`config.mk`:
```
export PLATFORM = sky130hd
export DESIGN_NAME = vote_session_ctrl
export DESIGN_NICKNAME = d
export VERILOG_FILES = /design/src/rtl/vote_session_ctrl.sv
export SDC_FILE = /design/constraint.sdc
export NUM_CORES = 1
export LEC_CHECK = 0
export ABC_AREA = 1
export CAP_MARGIN = 20
export CELL_PAD_IN_SITES_DETAIL_PLACEMENT = 1
export CELL_PAD_IN_SITES_GLOBAL_PLACEMENT = 2
export CORE_ASPECT_RATIO = 1.1
export CORE_MARGIN = 8
export CORE_UTILIZATION = 25
export CTS_CLUSTER_SIZE = 25
export DETAILED_ROUTE_END_ITERATION = 16
export PLACE_DENSITY = 0.86
export SKIP_LAST_GASP = 1
export SYNTH_ARGS = -nofsm -noshare
export SYNTH_HDL_FRONTEND = slang
export SYNTH_SLANG_ARGS = --single-unit
```
`constraint.sdc`:
```
create_clock -name clk -period 3.06 [get_ports clk]
set_clock_uncertainty 0.2 [all_clocks]
set_input_delay 0.612 -clock clk [delete_from_list [all_inputs] [get_ports clk]]
set_output_delay 0.612 -clock clk [all_outputs]
set_load 0.01 [all_outputs]
```
`src/rtl/vote_session_ctrl.sv`:
```
// -----------------------------------------------------------------------------
// vote_session_ctrl
//
// Sequencing controller for an N_VOTERS-seat majority voter. A session opens
// on a start request, collects at most one vote per seat, and closes once
// every seat has voted (or, with the timeout feature, once the collection
// window expires). The held votes are then tallied and the majority result is
// presented until the consumer acknowledges it.
//
// Optional feature macro: VOTE_TIMEOUT_EN
//   defined   : COLLECT also exits after TIMEOUT_CYC cycles, setting timed_out
//               when not every seat has voted.
//   undefined : no timer logic; COLLECT exits only on completion and
//               timed_out stays 0.
//
// Ports:
//   clk          in   1         rising-edge clock
//   rst          in   1         synchronous reset, active-high
//   start        in   1         open a session (sampled only in IDLE)
//   vote_valid   in   N_VOTERS  per-seat vote strobe
//   vote_val     in   N_VOTERS  per-seat vote value (1 = yes)
//   busy         out  1         controller is not idle
//   result_valid out  1         tally result held until result_ack
//   result_ack   in   1         consumer acknowledge (used only in RESULT)
//   result       out  1         yes_count >= THRESHOLD
//   yes_count    out  CNT_W     accepted yes votes
//   voted_count  out  CNT_W     seats that voted
//   timed_out    out  1         session closed by timeout before completion
//   dup_err      out  1         sticky: a seat strobed again after voting
// -----------------------------------------------------------------------------
module vote_session_ctrl #(
  parameter int N_VOTERS    = 7,
  parameter int THRESHOLD   = 4,
  parameter int TIMEOUT_CYC = 16,
  parameter int CNT_W       = $clog2(N_VOTERS + 1)
) (
  input  logic                clk,
  input  logic                rst,
  input  logic                start,
  input  logic [N_VOTERS-1:0] vote_valid,
  input  logic [N_VOTERS-1:0] vote_val,
  output logic                busy,
  output logic                result_valid,
  input  logic                result_ack,
  output logic                result,
  output logic [CNT_W-1:0]    yes_count,
  output logic [CNT_W-1:0]    voted_count,
  output logic                timed_out,
  output logic                dup_err
);

  typedef enum logic [1:0] {
    S_IDLE    = 2'd0,
    S_COLLECT = 2'd1,
    S_TALLY   = 2'd2,
    S_RESULT  = 2'd3
  } state_t;

  localparam logic [31:0] THR_C = 32'(THRESHOLD);

  // Number of set bits in a seat vector.
  function automatic logic [CNT_W-1:0] popcount(input logic [N_VOTERS-1:0] bits);
    logic [CNT_W-1:0] cnt;
    cnt = {CNT_W{1'b0}};
    for (int i = 0; i < N_VOTERS; i++) begin
      cnt = cnt + CNT_W'(bits[i]);
    end
    return cnt;
  endfunction

  state_t               state_q, state_d;
  logic [N_VOTERS-1:0]  voted_mask_q, voted_mask_d;
  logic [N_VOTERS-1:0]  yes_bits_q, yes_bits_d;
  logic                 busy_q, busy_d;
  logic                 result_valid_q, result_valid_d;
  logic                 result_q, result_d;
  logic [CNT_W-1:0]     yes_count_q, yes_count_d;
  logic [CNT_W-1:0]     voted_count_q, voted_count_d;
  logic                 timed_out_q, timed_out_d;
  logic                 dup_err_q, dup_err_d;

  // Seats accepted this cycle, seats re-strobing, and the mask after accepts.
  logic [N_VOTERS-1:0]  new_accept_s;
  logic [N_VOTERS-1:0]  dup_hit_s;
  logic [N_VOTERS-1:0]  mask_next_s;
  logic [CNT_W-1:0]     yes_pop_s;
  logic                 timeout_hit_s;

  assign new_accept_s = vote_valid & ~voted_mask_q;
  assign dup_hit_s    = vote_valid & voted_mask_q;
  assign mask_next_s  = voted_mask_q | vote_valid;
  // yes_bits only ever holds accepted seats, the mask keeps that explicit.
  assign yes_pop_s    = popcount(yes_bits_q & voted_mask_q);

`ifdef VOTE_TIMEOUT_EN
  localparam int TMR_W = (TIMEOUT_CYC > 1) ? $clog2(TIMEOUT_CYC) : 1;
  localparam logic [TMR_W-1:0] TMR_LAST = TMR_W'(TIMEOUT_CYC - 1);

  logic [TMR_W-1:0] timer_q, timer_d;

  assign timeout_hit_s = (timer_q == TMR_LAST);

  // Collection-window timer: cleared on session open, counts COLLECT cycles.
  always_comb begin
    timer_d = timer_q;
    if (state_q == S_IDLE) begin
      timer_d = {TMR_W{1'b0}};
    end else if (state_q == S_COLLECT) begin
      timer_d = timer_q + TMR_W'(1);
    end else begin
      timer_d = timer_q;
    end
  end

  // Timer register.
  always_ff @(posedge clk) begin
    if (rst) begin
      timer_q <= {TMR_W{1'b0}};
    end else begin
      timer_q <= timer_d;
    end
  end
`else
  assign timeout_hit_s = 1'b0;
`endif

  // Next-state and datapath update for the session sequencer.
  always_comb begin
    state_d       = state_q;
    voted_mask_d  = voted_mask_q;
    yes_bits_d    = yes_bits_q;
    result_d      = result_q;
    yes_count_d   = yes_count_q;
    voted_count_d = voted_count_q;
    timed_out_d   = timed_out_q;
    dup_err_d     = dup_err_q;

    case (state_q)
      S_IDLE: begin
        if (start) begin
          state_d       = S_COLLECT;
          voted_mask_d  = {N_VOTERS{1'b0}};
          yes_bits_d    = {N_VOTERS{1'b0}};
          result_d      = 1'b0;
          yes_count_d   = {CNT_W{1'b0}};
          voted_count_d = {CNT_W{1'b0}};
          timed_out_d   = 1'b0;
          dup_err_d     = 1'b0;
        end else begin
          state_d = S_IDLE;
        end
      end

      S_COLLECT: begin
        voted_mask_d = mask_next_s;
        // Only first-time voters overwrite their yes bit.
        yes_bits_d   = (yes_bits_q & ~new_accept_s) | (vote_val & new_accept_s);
        if (|dup_hit_s) begin
          dup_err_d = 1'b1;
        end else begin
          dup_err_d = dup_err_q;
        end
        // Completion takes priority so a full house never reports a timeout.
        if (&mask_next_s) begin
          state_d = S_TALLY;
        end else if (timeout_hit_s) begin
          state_d     = S_TALLY;
          timed_out_d = 1'b1;
        end else begin
          state_d = S_COLLECT;
        end
      end

      S_TALLY: begin
        yes_count_d   = yes_pop_s;
        voted_count_d = popcount(voted_mask_q);
        result_d      = (32'(yes_pop_s) >= THR_C);
        state_d       = S_RESULT;
      end

      S_RESULT: begin
        if (result_ack) begin
          state_d = S_IDLE;
        end else begin
          state_d = S_RESULT;
        end
      end

      default: begin
        state_d = S_IDLE;
      end
    endcase

    busy_d         = (state_d != S_IDLE);
    result_valid_d = (state_d == S_RESULT);
  end

  // State, session datapath and registered outputs.
  always_ff @(posedge clk) begin
    if (rst) begin
      state_q        <= S_IDLE;
      voted_mask_q   <= {N_VOTERS{1'b0}};
      yes_bits_q     <= {N_VOTERS{1'b0}};
      busy_q         <= 1'b0;
      result_valid_q <= 1'b0;
      result_q       <= 1'b0;
      yes_count_q    <= {CNT_W{1'b0}};
      voted_count_q  <= {CNT_W{1'b0}};
      timed_out_q    <= 1'b0;
      dup_err_q      <= 1'b0;
    end else begin
      state_q        <= state_d;
      voted_mask_q   <= voted_mask_d;
      yes_bits_q     <= yes_bits_d;
      busy_q         <= busy_d;
      result_valid_q <= result_valid_d;
      result_q       <= result_d;
      yes_count_q    <= yes_count_d;
      voted_count_q  <= voted_count_d;
      timed_out_q    <= timed_out_d;
      dup_err_q      <= dup_err_d;
    end
  end

  assign busy         = busy_q;
  assign result_valid = result_valid_q;
  assign result       = result_q;
  assign yes_count    = yes_count_q;
  assign voted_count  = voted_count_q;
  assign timed_out    = timed_out_q;
  assign dup_err      = dup_err_q;

endmodule
```
# After elaboration in Yosys (flattened, before gate mapping)

Index checks and enable logic that the tools add are counted.

Latch bits: 0
Memories kept: 0
Bits in writable memories: 0
Bits in registers: 26
Word-level logic and storage cells: 60
Output and inout bits: 11
Input port bits: 18
Memory bits (read-only): 0

Multiply operators: 0
Equality and inequality tests: 6
Order comparisons: 1
Shifts and indexed selects: 0
Add/subtract/negate cells: 12
Multiplexer cells: 14
Divide/modulo/power cells: 0
Bitwise operators: 9
Reduce and logical (&&, ||, !) cells: 9

Operator list:

| operator                                                 | count |
|---|---|
| AND 7 bit                                                | 5 |
| one-hot mux 7 bit (2 select lines)                       | 2 |
| adder 3 x 1 -> 3 bit                                     | 8 |
| inverter 7 bit                                           | 2 |
| bitwise OR 7 bit                                         | 2 |
| one-hot mux 3 bit (2 select lines)                       | 2 |
| one-hot mux 2 bit (4 select lines)                       | 1 |
| 2-to-1 mux 7 bit                                         | 1 |
| AND reduction 7 bit                                      | 1 |
| OR reduction 7 bit                                       | 1 |
| adder 2 x 1 -> 3 bit                                     | 2 |
| == test 2 bit, second input constant                     | 3 |
| nonzero test 2 bit                                       | 3 |
| adder 1 x 1 -> 2 bit                                     | 2 |
| 2-to-1 mux 2 bit                                         | 2 |
| != test 2 bit, second input constant                     | 2 |
| one-hot mux 1 bit (2 select lines)                       | 2 |
| AND reduction 2 bit                                      | 2 |
| greater-or-equal comparator 3 bit, second input constant | 1 |
| 2-to-1 mux 1 bit                                         | 3 |
| 2-to-1 mux 3 bit                                         | 1 |
| AND reduction 3 bit                                      | 1 |
| == test 2 x 1 -> 1 bit, second input constant            | 1 |
| logical NOT 2 bit                                        | 1 |

# Longest topological paths before layout

Word-level depth: 9
Depth in mapped cells: 9
Depth with buffers taken out: 9

# Least setup slack after synthesis

No wires, ideal clock.

Path kind: reg-to-reg
From: register voted_mask_q[0]
To: register yes_count_q[1], in the netlist yes_count[1]
Arrival time: 2625 ps
Stages on the path, launching flop included: 9
Path slack: 165 ps
Buffers on the path: 0
Period minus slack after synthesis: 2895 ps
Setup time: 70 ps
Data required time: 2790 ps
Cell sequence: dfxtp_1 -> nand2_1 -> fa_1 -> inv_1 -> fa_1 -> fa_1 -> fa_1 -> nand2_1 -> a21oi_1

Word-level cells in the longest chain between the ends: 8

Ends and longest elaborated chain:

| item                               | line | RTL |
|---|---|---|
| start, declared                    | 72   | `logic [N_VOTERS-1:0] voted_mask_q, voted_mask_d;` |
| start signal, assigned             | 202  | `voted_mask_q <= {N_VOTERS{1'b0}};` |
| start signal, assigned             | 213  | `voted_mask_q <= voted_mask_d;` |
| AND 7 bit                          | 93   | `assign yes_pop_s = popcount(yes_bits_q & voted_mask_q);` |
| adder 1 x 1 -> 2 bit               | 66   | `cnt = cnt + CNT_W'(bits[i]);` |
| adder 2 x 1 -> 3 bit               | 66   |  |
| adder 3 x 1 -> 3 bit (4 in series) | 66   |  |
| one-hot mux 3 bit (2 select lines) | 138  | `case (state_q)` |
| end signal, assigned               | 207  | `yes_count_q <= {CNT_W{1'b0}};` |
| end signal, assigned               | 218  | `yes_count_q <= yes_count_d;` |
| end, declared                      | 77   | `logic [CNT_W-1:0] yes_count_q, yes_count_d;` |

Every way passes these cells.
A chain may end at the register's enable or synchronous reset.

# Worst setup path in the final report

From: register voted_mask_q[0]
To: register voted_count_q[1], in the netlist voted_count[1]

Word-level cells in the longest chain between the ends: 7

Ends and longest elaborated chain:

| item                               | line | RTL |
|---|---|---|
| adder 1 x 1 -> 2 bit               | 66   |  |
| adder 2 x 1 -> 3 bit               | 66   |  |
| adder 3 x 1 -> 3 bit (4 in series) | 66   |  |
| one-hot mux 3 bit (2 select lines) | 138  |  |
| end signal, assigned               | 208  | `voted_count_q <= {CNT_W{1'b0}};` |
| end signal, assigned               | 219  | `voted_count_q <= voted_count_d;` |
| end, declared                      | 78   | `logic [CNT_W-1:0] voted_count_q, voted_count_d;` |

Every way passes these cells.

==> flow_summary.json <==
{
  "status": "finished clean",
  "clock_latency_ps": 270,
  "hold_viol": 0,
  "die_w_um": 85.74,
  "antenna_found_initial": 0,
  "synthCells": 185,
  "final_util_pct": 32.66,
  "via_per_inst": 4.226,
  "crit_buf_inv": 1,
  "ys_types": 18,
  "grt_pass1_vias": 1394,
  "cts.reportedPaths.clkPinSlew_ps": 90,
  "dp.final_hpwl_um": 2924,
  "cp_max_fo": 5,
  "drc": 0,
  "rr_worst_depth": 7,
  "worstReg2RegEnd": "voted_count[1]",
  "ctsHoldBuffers": 0,
  "ant_nets": 0,
  "peakVddDrop_v": 0.0001405,
  "cts_made_buffers": 3,
  "core-area_um2": 5290,
  "cts_root_buffer": "clkbuf_8",
  "regToRegSetupSlack_ps": 120,
  "num_antenna_cells": 0,
  "hold_depth": 2,
  "cts_tree": "done",
  "crit_chain": "fa_1 -> inv_1 -> fa_1 -> fa_1 -> fa_1 -> or2_2 -> a21oi_1",
  "final_cells": 287,
  "die-area_um2": 7949,
  "areaGrowthSynthToFinish_pct": 29.19,
  "switching_share_pct": 27.75,
  "post-route-period-util_pct": 96.03,
  "numPortBuffers": 27,
  "grt_max_degree": 15,
  "drv_cap": 0,
  "die_h_um": 92.72,
  "critical_path_class": "register to register",
  "routabilityCongestion": 0.7854,
  "grt_usage_pct": 9.782,
  "p_comb_share_pct": 17.2,
  "arrival_ps": 2950,
  "drtIter0Drc": 37,
  "relSlewSlack_pct": 55.49,
  "fmax_mhz": 340.3,
  "holdWs_ps": 265.1,
  "wl_per_cell_um": 12.47,
  "power_frac_seq_pct": 52.5,
  "required_ps": 3070,
  "final_net_count": 239,
  "tightest_slew_ps": 665.2,
  "fin_crit_ps": 2939,
  "fin_tns_setup_ps": 0,
  "p_clk_share_pct": 30.3,
  "crit_family": "adder cells",
  "dp.cells": 283,
  "cpPeakStageDelay_ps": 540,
  "crit_path_top_delay_cell": "fa_1",
  "p_per_area_nw_per_um2": 381.1,
  "layout_setup_ws_ps": 121.3,
  "ios": 29,
  "syn-cell-area_um2": 1338,
  "drive_gt1_share_pct": 6.132,
  "numClockSinks": 25,
  "yosysSeqAreaShare_pct": 37.42,
  "clk_path_buf_depth": 2,
  "syn_nets": 211,
  "design_area_um2": 1728,
  "htree_levels": 1,
  "ys_warn_count": 0,
  "power.internal_mw": 0.4758,
  "placed_area_um2": 1675,
  "maxSlewViolCount": 0,
  "rsz0062_at_grt": "false",
  "hold_path.startpoint": "voted_count[2]",
  "avgSynthCellArea_um2": 7.230,
  "pre_cts_ws_ps": 43.87,
  "switchingPower_mw": 0.1828,
  "start_util_pct": 25.28,
  "p_total_mw": 0.6586,
  "rr_startpoint": "voted_mask_q[0]",
  "cts_resized": 0,
  "path_common_cell": "fa_1",
  "post-cts-setup-buffer-count": 0,
  "drt_wl_total_um": 3579,
  "vias": 1213,
  "hold_class": "register to register",
  "ys_ff_latch": 25,
  "whs_endpoint": "voted_count[2]",
  "p_leak_nw": 0.7319,
  "grt_pass1_wl_um": 6237,
  "finalSetupViolations": 0,
  "endpoint_kind": "register",
  "fp-row-count": 28,
  "start_kind": "register",
  "grt_overflow_total": 0,
  "drtPass1Iterations": 4
}
==> state kept, by name (all words and copies together), names as in the netlist <==
register and cells:
busy 1, dup_err 1, result 1, result_valid 1, state_q 2, voted_count 3
voted_mask_q 7, yes_bits_q 7, yes_count 2
==> metal layers <==
metal | GRT usage, % | part of all wire [%] | vias up
li1 | - | - | 630
met1 | 10.49 | 45 | 564
met2 | 18.58 | 51 | 15
met3 | 2.214 | 3.4 | 4
met4 | 2.632 | 0.95 | 0
met5 | 0 | 0 | -
==> cell type report <==
| class | instances | area [um^2] |
|---|---|---|
| Clock buffer | 3 | 41.29 |
| Inverter | 30 | 112.6 |
| Timing Repair Buffer | 28 | 277.8 |
| Tap cell | 75 | 93.84 |
| Multi-Input combinational cell | 125 | 690.7 |
| Fill cell | 669 | 3562 |
| Sequential cell | 25 | 506.7 |
| Clock inverter | 1 | 5.005 |
==> logic make-up after synthesis <==
group | after synthesis | synth area share, %
compound gates | 37 | 14.97
buf+inv | 35 | 10.94
fa+ha+maj | 8 | 11.97
other cells | 1 | 0.2804
flops | 25 | 37.42
simple gates | 79 | 24.42
==> worst max-delay path by stage <==
| stage | from | end | slack [ps] | depth (start not counted) |
|---|---|---|---|---|
| 3_5_place_dp | voted_mask_q[0] | yes_count[1] | 40 | 8 |
| 3_3_place_gp | voted_mask_q[0] | yes_count[1] | 100 | 8 |
| 6_report | voted_mask_q[0] | voted_count[1] | 120 | 7 |
| 2_1_floorplan | voted_mask_q[0] | yes_count[1] | 160 | 8 |
| 5_1_grt | voted_mask_q[0] | yes_count[1] | 0.6 | 8 |
| 4_1_cts | voted_mask_q[0] | yes_count[1] | 20 | 8 |
==> cell usage after synthesis (all sizes together) <==
cell type,count,area [um^2]
conb,1,3.750
clkbuf,2,7.510
nand3,8,40.04
or2,3,18.77
fa,8,160.2
nand2,51,191.4
a21oi,28,140.1
o31ai,6,45.04
o21ai,3,15.01
inv,30,112.6
buf,3,26.27
nor2,15,63.81
nor4,1,6.260
nand4,1,6.260
dfxtp,25,500.5
==> worst reg2reg max path, delay by kind of cell (launching register included) <==
kind | cells | cell delay (ps)
AOI/OAI and AO/OA | 1 | 140
adders and majority gates | 4 | 1820
buffers and inverters | 1 | 50
DFF | 1 | 370
and+or+nand+nor | 1 | 300
==> layout by cell type, fill, tap and decap left out, types with 3 or more instances in the layout <==
cell and count:
nand2_1 51, inv_1 29, a21oi_1 28, clkdlybuf4s50_1 27
dfxtp_1 22, nor2_1 14, nand3_1 8, fa_1 8
o31ai_1 6, o21ai_0 3, or2_2 3, clkbuf_8 3
==> power by group through the flow <==
stage               clock network [mW]  logic, mW  registers (mW)
global placement                     0      0.114           0.354
global route                     0.218      0.131           0.348
detailed placement                   0      0.115           0.354
floorplan                            0     0.0653           0.353
CTS                              0.213      0.116           0.346
finish                           0.199      0.113           0.346
Note: power is estimated with default switching activity, not from simulation.
